`src/rtl/mac_operand_sequencer_if.sv`:
```
// Operand-buffer write port, start/status and MAC operand/result signals
// shared between the sequencer and its environment.
interface mac_operand_sequencer_if #(
  parameter int N     = 5,
  parameter int WIDTH = 16
);
  localparam int RW = 2 * WIDTH + N - 1;

  logic             wr_en;
  logic             wr_sel;
  logic [7:0]       wr_addr;
  logic [WIDTH-1:0] wr_data;
  logic             start;
  logic             busy;
  logic             done;
  logic [WIDTH-1:0] a_out;
  logic [WIDTH-1:0] b_out;
  logic             vld;
  logic             sof;
  logic [RW-1:0]    mac_c;
  logic [RW-1:0]    result;
  logic             result_valid;

  // vld, done and result_valid are one-way qualifying strobes with no ready
  // path: the MAC must take every pair in the cycle it is presented.
  modport master (
    output wr_en, wr_sel, wr_addr, wr_data, start, mac_c,
    input  busy, done, a_out, b_out, vld, sof, result, result_valid
  );

  modport slave (
    input  wr_en, wr_sel, wr_addr, wr_data, start, mac_c,
    output busy, done, a_out, b_out, vld, sof, result, result_valid
  );
endinterface

```
`src/rtl/mac_operand_sequencer.sv`:
```
// Streams N buffered A/B element pairs to an external MAC, waits out its
// pipeline, then captures the accumulated result.
module mac_operand_sequencer #(
  parameter int N     = 5,
  parameter int WIDTH = 16,
  parameter int PIPE  = 2
) (
  input  logic                    clk,
  input  logic                    rst,
  mac_operand_sequencer_if.slave  bus,
  output logic [1:0]              state_dbg
);
  localparam int RW = 2 * WIDTH + N - 1;
  localparam int AW = (N > 1) ? $clog2(N) : 1;
  localparam int DW = ($clog2(PIPE + 1) + 1 > 8) ? $clog2(PIPE + 1) + 1 : 8;
  localparam logic [7:0]    N_LAST = 8'(N - 1);
  localparam logic [DW-1:0] P_LAST = DW'(PIPE);

  typedef enum logic [1:0] {IDLE, STREAM, DRAIN} state_t;

  state_t           state_q, state_d;
  logic [7:0]       idx_q, idx_d;
  logic [DW-1:0]    dcnt_q, dcnt_d;
  logic             capture, accept;
  logic             done_q, rv_q;
  logic [RW-1:0]    result_q;
  logic [WIDTH-1:0] buf_a [N];
  logic [WIDTH-1:0] buf_b [N];
  logic             wr_ok;

  // Buffers are deliberately left out of reset so a post-reset start replays them.
  assign wr_ok = bus.wr_en && (state_q == IDLE) && (bus.wr_addr <= N_LAST);

  always_ff @(posedge clk) begin
    if (!rst && wr_ok) begin
      if (bus.wr_sel) buf_b[bus.wr_addr[AW-1:0]] <= bus.wr_data;
      else            buf_a[bus.wr_addr[AW-1:0]] <= bus.wr_data;
    end
  end

  always_comb begin
    state_d = state_q;
    idx_d   = idx_q;
    dcnt_d  = dcnt_q;
    capture = 1'b0;
    accept  = 1'b0;
    case (state_q)
      IDLE: begin
        if (bus.start) begin
          state_d = STREAM;
          idx_d   = 8'd0;
          accept  = 1'b1;
        end
      end
      STREAM: begin
        if (idx_q == N_LAST) begin
          state_d = DRAIN;
          dcnt_d  = '0;
        end else begin
          idx_d = idx_q + 8'd1;
        end
      end
      DRAIN: begin
        if (dcnt_q == P_LAST) begin
          state_d = IDLE;
          capture = 1'b1;
        end else begin
          dcnt_d = dcnt_q + DW'(1);
        end
      end
      default: state_d = IDLE;
    endcase
  end

  always_ff @(posedge clk) begin
    if (rst) begin
      state_q  <= IDLE;
      idx_q    <= 8'd0;
      dcnt_q   <= '0;
      done_q   <= 1'b0;
      rv_q     <= 1'b0;
      result_q <= '0;
    end else begin
      state_q <= state_d;
      idx_q   <= idx_d;
      dcnt_q  <= dcnt_d;
      done_q  <= capture;
      if (capture) begin
        result_q <= bus.mac_c;
        rv_q     <= 1'b1;
      end else if (accept) begin
        rv_q <= 1'b0;
      end
    end
  end

  assign bus.vld          = (state_q == STREAM);
  assign bus.sof          = (state_q == STREAM) && (idx_q == 8'd0);
  assign bus.a_out        = (state_q == STREAM) ? buf_a[idx_q[AW-1:0]] : '0;
  assign bus.b_out        = (state_q == STREAM) ? buf_b[idx_q[AW-1:0]] : '0;
  assign bus.busy         = (state_q != IDLE);
  assign bus.done         = done_q;
  assign bus.result       = result_q;
  assign bus.result_valid = rv_q;
  assign state_dbg        = state_q;
endmodule

```
`src/flat_wrapper.sv`:
```
// flat-port wrapper written by rule: the top's interface ports become plain ports
module mac_operand_sequencer_flat 
#(
  parameter int N     = 5,
  parameter int WIDTH = 16,
  parameter int PIPE  = 2
)
  (clk, rst, state_dbg, bus_wr_en, bus_wr_sel, bus_wr_addr, bus_wr_data, bus_start, bus_mac_c, bus_busy, bus_done, bus_a_out, bus_b_out, bus_vld, bus_sof, bus_result, bus_result_valid);
  mac_operand_sequencer_if #(.N(N), .WIDTH(WIDTH)) bus_i ();
  input  logic clk;
  input  logic rst;
  output logic [1:0] state_dbg;
  input wire logic [$bits(bus_i.wr_en)-1:0] bus_wr_en;
  input wire logic [$bits(bus_i.wr_sel)-1:0] bus_wr_sel;
  input wire logic [$bits(bus_i.wr_addr)-1:0] bus_wr_addr;
  input wire logic [$bits(bus_i.wr_data)-1:0] bus_wr_data;
  input wire logic [$bits(bus_i.start)-1:0] bus_start;
  input wire logic [$bits(bus_i.mac_c)-1:0] bus_mac_c;
  output wire logic [$bits(bus_i.busy)-1:0] bus_busy;
  output wire logic [$bits(bus_i.done)-1:0] bus_done;
  output wire logic [$bits(bus_i.a_out)-1:0] bus_a_out;
  output wire logic [$bits(bus_i.b_out)-1:0] bus_b_out;
  output wire logic [$bits(bus_i.vld)-1:0] bus_vld;
  output wire logic [$bits(bus_i.sof)-1:0] bus_sof;
  output wire logic [$bits(bus_i.result)-1:0] bus_result;
  output wire logic [$bits(bus_i.result_valid)-1:0] bus_result_valid;
  assign bus_i.wr_en = bus_wr_en;
  assign bus_i.wr_sel = bus_wr_sel;
  assign bus_i.wr_addr = bus_wr_addr;
  assign bus_i.wr_data = bus_wr_data;
  assign bus_i.start = bus_start;
  assign bus_i.mac_c = bus_mac_c;
  assign bus_busy = bus_i.busy;
  assign bus_done = bus_i.done;
  assign bus_a_out = bus_i.a_out;
  assign bus_b_out = bus_i.b_out;
  assign bus_vld = bus_i.vld;
  assign bus_sof = bus_i.sof;
  assign bus_result = bus_i.result;
  assign bus_result_valid = bus_i.result_valid;
  mac_operand_sequencer #(.N(N), .WIDTH(WIDTH), .PIPE(PIPE)) u_core (.clk(clk), .rst(rst), .bus(bus_i), .state_dbg(state_dbg));
endmodule
```
`config.mk`:
```
export PLATFORM = sky130hd
export DESIGN_NAME = mac_operand_sequencer_flat
export DESIGN_NICKNAME = d
export VERILOG_FILES = /design/src/rtl/mac_operand_sequencer_if.sv /design/src/rtl/mac_operand_sequencer.sv /design/src/flat_wrapper.sv
export SDC_FILE = /design/constraint.sdc
export NUM_CORES = 1
export LEC_CHECK = 0
export CAP_MARGIN = 25
export CORE_UTILIZATION = 48
export DETAILED_ROUTE_END_ITERATION = 10
export HOLD_SLACK_MARGIN = 0.03
export MAX_ROUTING_LAYER = met4
export PLACE_DENSITY = 0.84
export RECOVER_POWER = 100
export SLEW_MARGIN = 10
export SYNTH_ARGS = -nofsm -noshare
export SYNTH_HDL_FRONTEND = slang
export SYNTH_SLANG_ARGS = --single-unit
```
`constraint.sdc`:
```
create_clock -name clk -period 3.35 [get_ports clk]
set_clock_uncertainty 0.15 [all_clocks]
set_input_delay 0.67 -clock clk [delete_from_list [all_inputs] [get_ports clk]]
set_output_delay 0.67 -clock clk [all_outputs]
set_load 0.02 [all_outputs]
```
==> impl_results.md, run 1 <==
- Share of flip-flops with an asynchronous set or reset: 0%
- Critical path arrival: 2.45 ns
- Final setup TNS: 0 ns
- CTS tree: done
- CTS sink cnt: 219
- Core ar.: 17400 µm²
- Max_cap viols: 0
- Critical Path RT: 2.53 ns
- Mean Syn Cell Area: 14.5 µm²
- Clock Pin Slew Worst Setup and Hold Paths: 0.06 ns
- Max IR drop VDD: 0.461 mV
- Placed cell area: 10300 µm²
- Post-synth EDFFs: 160
- Global routing usage on met3: 3.88%
- Status: completed
- Slowest stage delay, CP: 0.55 ns
- Final Setup Violations: 0
- Met1 usage: 26.7%
- Final Cell Area: 11100 µm²
- Largest cells by area after synthesis: edfxtp_1 (56%), dfxtp_1 (14%), mux4_2 (8.3%)
- Setup WS pre-CTS: 0.321 ns
- Initial DRC count: 368
- I/O Pins: 140
- Max Transition Viols Final: 0
- Die W: 136 µm
- GP Congestion: 0.915
- Distinct cells, synth: 44
- Hold WS: 0.298 ns
- Crit-path cells: buf_12, mux4_2, mux2i_1, nor2_1, clkdlybuf4s50_1
- Power per standard cell area: 615 nW/µm²
- DRT antenna net count: 0
- Slowest CP cell: clkdlybuf4s50_1
- Placed cells: 947
- Worst Hold Class: flop to flop
- Initial antenna violation count: 0
- Ys flop type: edfxtp_1
- Total GRT Usage: 22.1%
- Worst Path Class, Setup: flop to output pin
- Most common cell in the synthesized netlist: edfxtp_1
- Crit share post-route: 97.5%
- Post-synth top cells: edfxtp_1 (160), nand2_1 (94), dfxtp_1 (59), nor2_1 (46), a21oi_1 (43)
- Seq/Total Area, Yosys: 69.3%
- DR WL/cell: 20.0 µm
- Final std cells w/o fill: 988
- Initial Util: 49.6%
- Leakage: 3.73 nW
- Setup Buffers After CTS: 0
- RSZ-0062 raised after global routing: false
- Yosys reg bits: 219
- Clk_lat worst skew: 0.50 ns
- Gr busiest metal: met2
- Final min period: 3.27 ns
- Die span in y: 136 µm
- Row cnt: 48
- Syn nets: 670
- Vias in the first global route: 5649
- Post-Syn Area: 8630 µm²
- Overflow after GRT: 0
- F_max: 306 MHz
- Met2 usage: 37.9%
- DR DRC count: 0
- Worst setup SP type: flop
- WP buf/inv: 2
- Drt via density: 5.71
- CTS Buffer Depth: 3
- Final WL: 19.7 mm
- Rel. slew slack: 26.1%
- DR pass1 iterations: 5
- Largest net degree at the start of global routing: 55
- Fraction of layout cells with a size suffix above 1: 12.6%
- Post-DP HPWL: 12.4 mm
- Fin nets: 820
- Ys Warns: 0
- Num CTS Buffers: 22
- Final Core Density: 63.5%
- CP Capture Type: output pin
- PortBufs: 139
- Crit-path max FO: 16
- Global-route wire length before repair: 30.1 mm
- Final Hold Viols: 0
- H-tree depth: 1
- Cells after synthesis: 597
- CTS Hold Bufs: 0
- Synth top area share: 55.6%
- Final worst-path setup slack: 0.0846 ns
- # diodes: 0
- CP delay by family, top: buffers and inverters
- Slew @ Worst Pin: 1.11 ns
- Die area: 18500 µm²
- Syn-to-layout area delta: 28.2%
- CTS root buf: clkbuf_16
- Via count: 5646
- Power Total: 6.81 mW
- Cell taking the most area after synthesis: edfxtp_1
[worst reg2reg max path: stages, from the launching register on]
cell      delay (ns)
dfxtp_1         0.35
inv_1           0.12
ha_1            0.29
nand2_1         0.08
nor3_1          0.36
nand4b_1        0.33
nor2_1          0.20
clkbuf_1        0.74
[metal layers]
layer	wire length [µm]	vias up	part of all wire, %
met1	7770	2798	39
met2	10000	267	51
li1	-	2546	-
met5	0	-	0
met4	442	0	2.2
met3	1460	35	7.4
[repair_timing]
action | 4_1_cts | 5_1_grt
cloned | 1 | 0
setup endpoints to repair | 7 | 18
gates resized for setup | 14 | 11
[placed cells by master (no fill, tap or decap), types with 5 or more instances in the layout]
cell type,Yosys,final
dlygate4sd3_1,0,59
dlygate4sd2_1,0,14
clkinv_1,1,5
ha_1,8,8
nor4_1,7,5
nand2_1,94,94
dfxtp_1,59,57
clkbuf_1,18,9
nor2_1,46,46
a21oi_1,43,43
nor3_1,6,6
mux4_2,32,32
edfxtp_1,160,160
clkbuf_2,0,10
clkdlybuf4s50_1,0,58
mux2i_1,35,35
clkbuf_16,0,22
a31oi_1,8,8
inv_1,10,10
nand3_1,8,8
[power by group]
group | switching, mW | leakage, nW | internal [mW]
Combinational | 0.729 | 1.45 | 0.548
Sequential | 0.0224 | 1.91 | 2.92
Clock | 1.00 | 0.372 | 1.58
Total | 1.75 | 3.73 | 5.05
[state kept, by name, indices dropped and copies added, names as in the netlist, named ones only]
name,flops
u_core.bus.done,1
u_core.buf_b,80
u_core.idx_q,8
u_core.state_dbg,2
u_core.bus.result,36
u_core.dcnt_q,8
u_core.bus.result_valid,1
u_core.buf_a,80
[logic make-up (layout without fill, tap and decap cells)]
kind of cell | Yosys count | after routing | share of synthesized area (%)
mux | 67 | 67 | 12.4
compound gates | 71 | 71 | 5.09
buf+inv | 44 | 210 | 2.13
flops | 219 | 219 | 69.3
fa+ha+maj | 8 | 8 | 1.16
simple gates | 188 | 188 | 9.90
[path summary, 6_finish.rpt]
kind,end,depth (start not counted),startpoint,slack (ns)
setup / recovery,bus_b_out[5],5,flop,0.08
hold / removal,u_core.bus.result[24],2,u_core.bus.result[24],0.30
setup reg to reg,u_core.buf_a[1][4],7,u_core.state_dbg[0],0.36
hold reg to reg,u_core.bus.result[24],2,u_core.bus.result[24],0.30
[final cells by class]
class | count | area [µm²]
repair buffers | 158 | 1490
inverters | 12 | 47.5
well taps | 225 | 282
clock inverters | 14 | 188
fillers | 1218 | 6350
clock buffers | 26 | 596
multi-input cells | 334 | 2470
flip-flops and latches | 219 | 5990
Power figures use the tool's default switching activity.
==> inputs of run 2 (changes only) <==
--- a/config.mk
+++ b/config.mk
@@ -6,11 +6,11 @@
 export NUM_CORES = 1
 export LEC_CHECK = 0
 export CAP_MARGIN = 25
-export CORE_UTILIZATION = 48
+export CORE_UTILIZATION = 45
 export DETAILED_ROUTE_END_ITERATION = 10
 export HOLD_SLACK_MARGIN = 0.03
 export MAX_ROUTING_LAYER = met4
-export PLACE_DENSITY = 0.84
+export PLACE_DENSITY = 0.8
 export RECOVER_POWER = 100
 export SLEW_MARGIN = 10
 export SYNTH_ARGS = -nofsm -noshare
==> impl_results.md, run 2 (synthesis results as in run 1) <==
- Status: completed
- Vias in the first global route: 5496
- Cells on Worst Hold Path: 2
- Overflow after GRT: 0
- Die W: 141 µm
- DR DRC count: 0
- # fillers: 1443
- CTS tree: done
- Initial DRC count: 416
- Syn-to-layout area delta: 26.8%
- Fin nets: 821
- Final worst-path setup slack: 0.0639 ns
- Max IR drop VDD: 0.431 mV
- I/O Pins: 140
- DR WL/cell: 19.7 µm
- Reg2reg setup slack: 0.41 ns
- Worst R2R Start: u_core.dcnt_q[0]
- Setup WS pre-CTS: 0.383 ns
- F_max: 304 MHz
- Hold WS: 0.293 ns
- CTS root buf: clkbuf_16
- CTS sink cnt: 219
- Crit share post-route: 98.1%
- Final Core Density: 58.3%
- Clock Pin Slew Worst Setup and Hold Paths: 0.06 ns
- Final WL: 19.6 mm
- Commonest non-fill, non-tap cells in the layout: edfxtp_1 (160), nand2_1 (94), dlygate4sd3_1 (59), clkdlybuf4s50_1 (58), dfxtp_1 (57)
- Via count: 5494
- Final setup TNS: 0 ns
- CTS Buffer Depth: 3
- Row cnt: 50
- Post-DP HPWL: 11.7 mm
- Die span in y: 141 µm
- Rel. slew slack: 23.1%
- Largest net degree at the start of global routing: 55
- Die area: 19700 µm²
- H-tree depth: 1
- Clk_lat worst skew: 0.51 ns
- Slew @ Worst Pin: 1.15 ns
- Fraction of layout cells with a size suffix above 1: 11.5%
- Hold path startpoint: u_core.bus.result[27]
- Max_cap viols: 0
- Worst Hold Class: flop to flop
- Final Setup Violations: 0
- Final min period: 3.29 ns
- Drt via density: 5.50
- Initial antenna violation count: 1
- Setup Buffers After CTS: 0
- CP Capture Type: output pin
- Num CTS Buffers: 23
- GP Congestion: 0.803
- Critical path arrival: 2.47 ns
- Power per standard cell area: 595 nW/µm²
- DRT antenna net count: 0
- Global-route wire length before repair: 29.8 mm
- Total GRT Usage: 20.5%
- Leakage: 3.67 nW
- Worst setup SP type: flop
- Power Total: 6.51 mW
- Core ar.: 18800 µm²
- PortBufs: 139
- Worst Path Class, Setup: flop to output pin
- Critical Path RT: 2.53 ns
- Hold Path End: u_core.bus.result[27]
- Worst R2R End: u_core.bus.result[14]
- CTS Hold Bufs: 0
- DR pass1 iterations: 5
- RSZ-0062 raised after global routing: false
- R2R depth: 7
- Crit-path max FO: 16
- Initial Util: 46.0%
- Max Transition Viols Final: 0
- Final Hold Viols: 0
- Most common cell after layout, fill and taps aside: edfxtp_1
run 2: cell types whose count changed in the layout (fill, tap and decap cells not counted), moves of 2 or more:
cell	change
bufinv_16	-4
clkbuf_1	+9
clkbuf_2	+2
clkbuf_8	-2
clkinvlp_4	-3
dlygate4sd2_1	-3
run 2: worst max path at each step:
| stage | slack (ns) | end | start | depth (start not counted) |
|---|---|---|---|---|
| global route | 0.001 | bus_a_out[0] | flop | 5 |
| global placement | 0.42 | u_core.buf_b[0][5] | bus_wr_en | 6 |
| finish | 0.06 | bus_a_out[0] | flop | 5 |
| detailed placement | 0.38 | bus_b_out[8] | flop | 5 |
| floorplan | 0.52 | u_core.buf_a[0][0] | rst | 4 |
| CTS | 0.004 | bus_b_out[4] | flop | 5 |
run 2: power breakdown:
| group | total (mW) | internal [mW] | leakage, nW | switching [mW] |
|---|---|---|---|---|
| clock | 2.30 | 1.30 | 0.327 | 1.00 |
| sequential | 2.95 | 2.92 | 1.91 | 0.0232 |
| combinational | 1.27 | 0.540 | 1.43 | 0.726 |
| total | 6.51 | 4.76 | 3.67 | 1.75 |
run 2: repair_timing:
item                                    4_1_cts  5_1_grt
hold endpoints to repair                      0        0
gates cloned                                  1        0
endpoints found under the setup margin       11       11
resized for setup                            13       11
run 2: per-layer routing:
metal | track usage (%) | routed length (µm) | vias up
met5 | - | 0 | -
met4 | 7.04 | 562 | 0
met3 | 3.76 | 1100 | 41
met2 | 34.3 | 9890 | 188
met1 | 25.1 | 8080 | 2709
li1 | - | - | 2556
run 2: per-stage QoR:
step,instances,area (µm²)
after floorplan,597,8650
after global placement,956,10400
after detailed placement,956,10400
after CTS,998,11100
after global routing,999,11000
final,999,11000
run 2: cell type report:
type	count	area [µm²]	share of cell area [%]
flip-flops and latches	219	5990	54.7
multi-input cells	334	2450	22.4
repair buffers	158	1490	13.6
clock buffers	33	623	5.69
well taps	234	293	2.67
clock inverters	8	48.8	0.446
inverters	12	47.5	0.434
diodes	1	2.50	0.0229
run 2: critical path, stage by stage (launching register included):
cell	delay, ns
dfxtp_2	0.38
buf_12	0.20
mux4_2	0.52
mux2i_1	0.23
nor2_1	0.07
clkdlybuf4s50_1	0.55
==> inputs of run 3 (changes only) <==
--- a/config.mk
+++ b/config.mk
@@ -5,12 +5,11 @@
 export SDC_FILE = /design/constraint.sdc
 export NUM_CORES = 1
 export LEC_CHECK = 0
-export CAP_MARGIN = 25
 export CORE_UTILIZATION = 45
 export DETAILED_ROUTE_END_ITERATION = 10
 export HOLD_SLACK_MARGIN = 0.03
 export MAX_ROUTING_LAYER = met4
-export PLACE_DENSITY = 0.8
+export PLACE_DENSITY = 0.7
 export RECOVER_POWER = 100
 export SLEW_MARGIN = 10
 export SYNTH_ARGS = -nofsm -noshare
==> impl_results.md, run 3 (synthesis results as in run 1) <==
- RSZ-0062 raised after global routing: false
- Initial Util: 46.0%
- Final WL: 19.3 mm
- Clk_lat worst skew: 0.49 ns
- Die area: 19700 µm²
- Worst Hold Class: flop to flop
- Worst setup SP type: flop
- PortBufs: 139
- Fin nets: 824
- Worst R2R Start: u_core.dcnt_q[0]
- Crit path depth: 5
- Power per standard cell area: 596 nW/µm²
- Slew @ Worst Pin: 1.11 ns
- R2R depth: 7
- Crit share post-route: 97.9%
- Worst Path Class, Setup: flop to output pin
- I/O Pins: 140
- Placed cells: 959
- DR pass1 iterations: 6
- Drt via density: 5.47
- Leakage: 3.61 nW
- Overflow after GRT: 0
- F_max: 305 MHz
- Placed cell area: 10400 µm²
- Hold WS: 0.302 ns
- # diodes: 0
- Crit-path max FO: 16
- Final Hold Viols: 0
- Status: completed
- Die W: 141 µm
- DRT antenna net count: 0
- CTS Buffer Depth: 3
- Final Core Density: 58.5%
- Vias in the first global route: 5672
- Critical Path RT: 2.53 ns
- CTS sink cnt: 219
- CTS tree: done
- Initial antenna violation count: 0
- Via count: 5468
- Slowest CP cell: clkdlybuf4s50_1
- DR DRC count: 0
- Setup WS pre-CTS: 0.332 ns
- Post-DP HPWL: 12.0 mm
- CP delay by family, top: buffers and inverters
- Die span in y: 141 µm
- Crit-path cells: buf_12, mux4_2, mux2i_1, nor2_1, clkdlybuf4s50_1
- Max_cap viols: 0
- WP buf/inv: 2
- Fraction of layout cells with a size suffix above 1: 11.7%
- Final Cell Area: 11000 µm²
- Most common cell after layout, fill and taps aside: edfxtp_1
- GP Congestion: 0.865
- Max IR drop VDD: 0.319 mV
- Core ar.: 18800 µm²
- Power Total: 6.54 mW
- Final Setup Violations: 0
- Hold path startpoint: u_core.bus.result[15]
- Final worst-path setup slack: 0.0718 ns
- Final min period: 3.28 ns
- Final std cells w/o fill: 1000
- DR WL/cell: 19.3 µm
- Clock Pin Slew Worst Setup and Hold Paths: 0.06 ns
- CTS root buf: clkbuf_16
- Slowest stage delay, CP: 0.57 ns
- Global-route wire length before repair: 30.6 mm
- CTS Hold Bufs: 0
- CP Capture Type: output pin
- Largest net degree at the start of global routing: 55
- Rel. slew slack: 25.8%
- Max Transition Viols Final: 0
- Row cnt: 50
- H-tree depth: 1
- Syn-to-layout area delta: 27.2%
- Commonest non-fill, non-tap cells in the layout: edfxtp_1 (160), nand2_1 (94), clkdlybuf4s50_1 (66), dlygate4sd3_1 (58), dfxtp_1 (57)
- Total GRT Usage: 20.6%
- Critical path arrival: 2.46 ns
- Initial DRC count: 463
- Final setup TNS: 0 ns
- Cells on Worst Hold Path: 2
- Num CTS Buffers: 23
## run 3: changes by cell type in the layout (fill, tap and decap cells not counted), moves of 2 or more
cell	change
dlygate4sd2_1	-11
clkdlybuf4s50_1	+8
clkbuf_1	+7
clkbuf_8	+2
## run 3: cell type report
| cell class | instances | area (µm²) |
|---|---|---|
| fill | 1458 | 7790 |
| sequential | 219 | 5990 |
| multi-input combinational | 334 | 2490 |
| timing repair buffer | 161 | 1490 |
| clock buffer | 33 | 643 |
| tap | 234 | 293 |
| inverter | 12 | 47.5 |
| clock inverter | 7 | 30.0 |
## run 3: report_power, final
part | internal (mW) | total [mW] | switching (mW)
clock network | 1.33 | 2.30 | 0.974
registers | 2.92 | 2.95 | 0.0223
logic | 0.561 | 1.30 | 0.736
## run 3: worst min-delay path, cell delays in order, from the launching register on
cell	delay [ns]
dfxtp_1	0.30
nand2_1	0.05
a21oi_1	0.05
## run 3: timing repair
item                       in CTS  in global routing
buffers inserted                0                  0
gates cloned                    1                  0
setup endpoints to repair       5                 32
resized for setup               0                 16
## run 3: final timing paths
check / to / slack, ns
worst min-delay path: u_core.bus.result[15] / 0.30
worst min register to register: u_core.bus.result[15] / 0.30
worst max register to register: u_core.dcnt_q[1] / 0.39
worst max-delay path: bus_a_out[3] / 0.07
## run 3: metal layers
layer / wire length (µm) / global-route usage [%]
met2: 9840 / 34.7
met3: 931 / 3.56
met4: 342 / 5.32
met5: 0 / -
met1: 8220 / 25.9
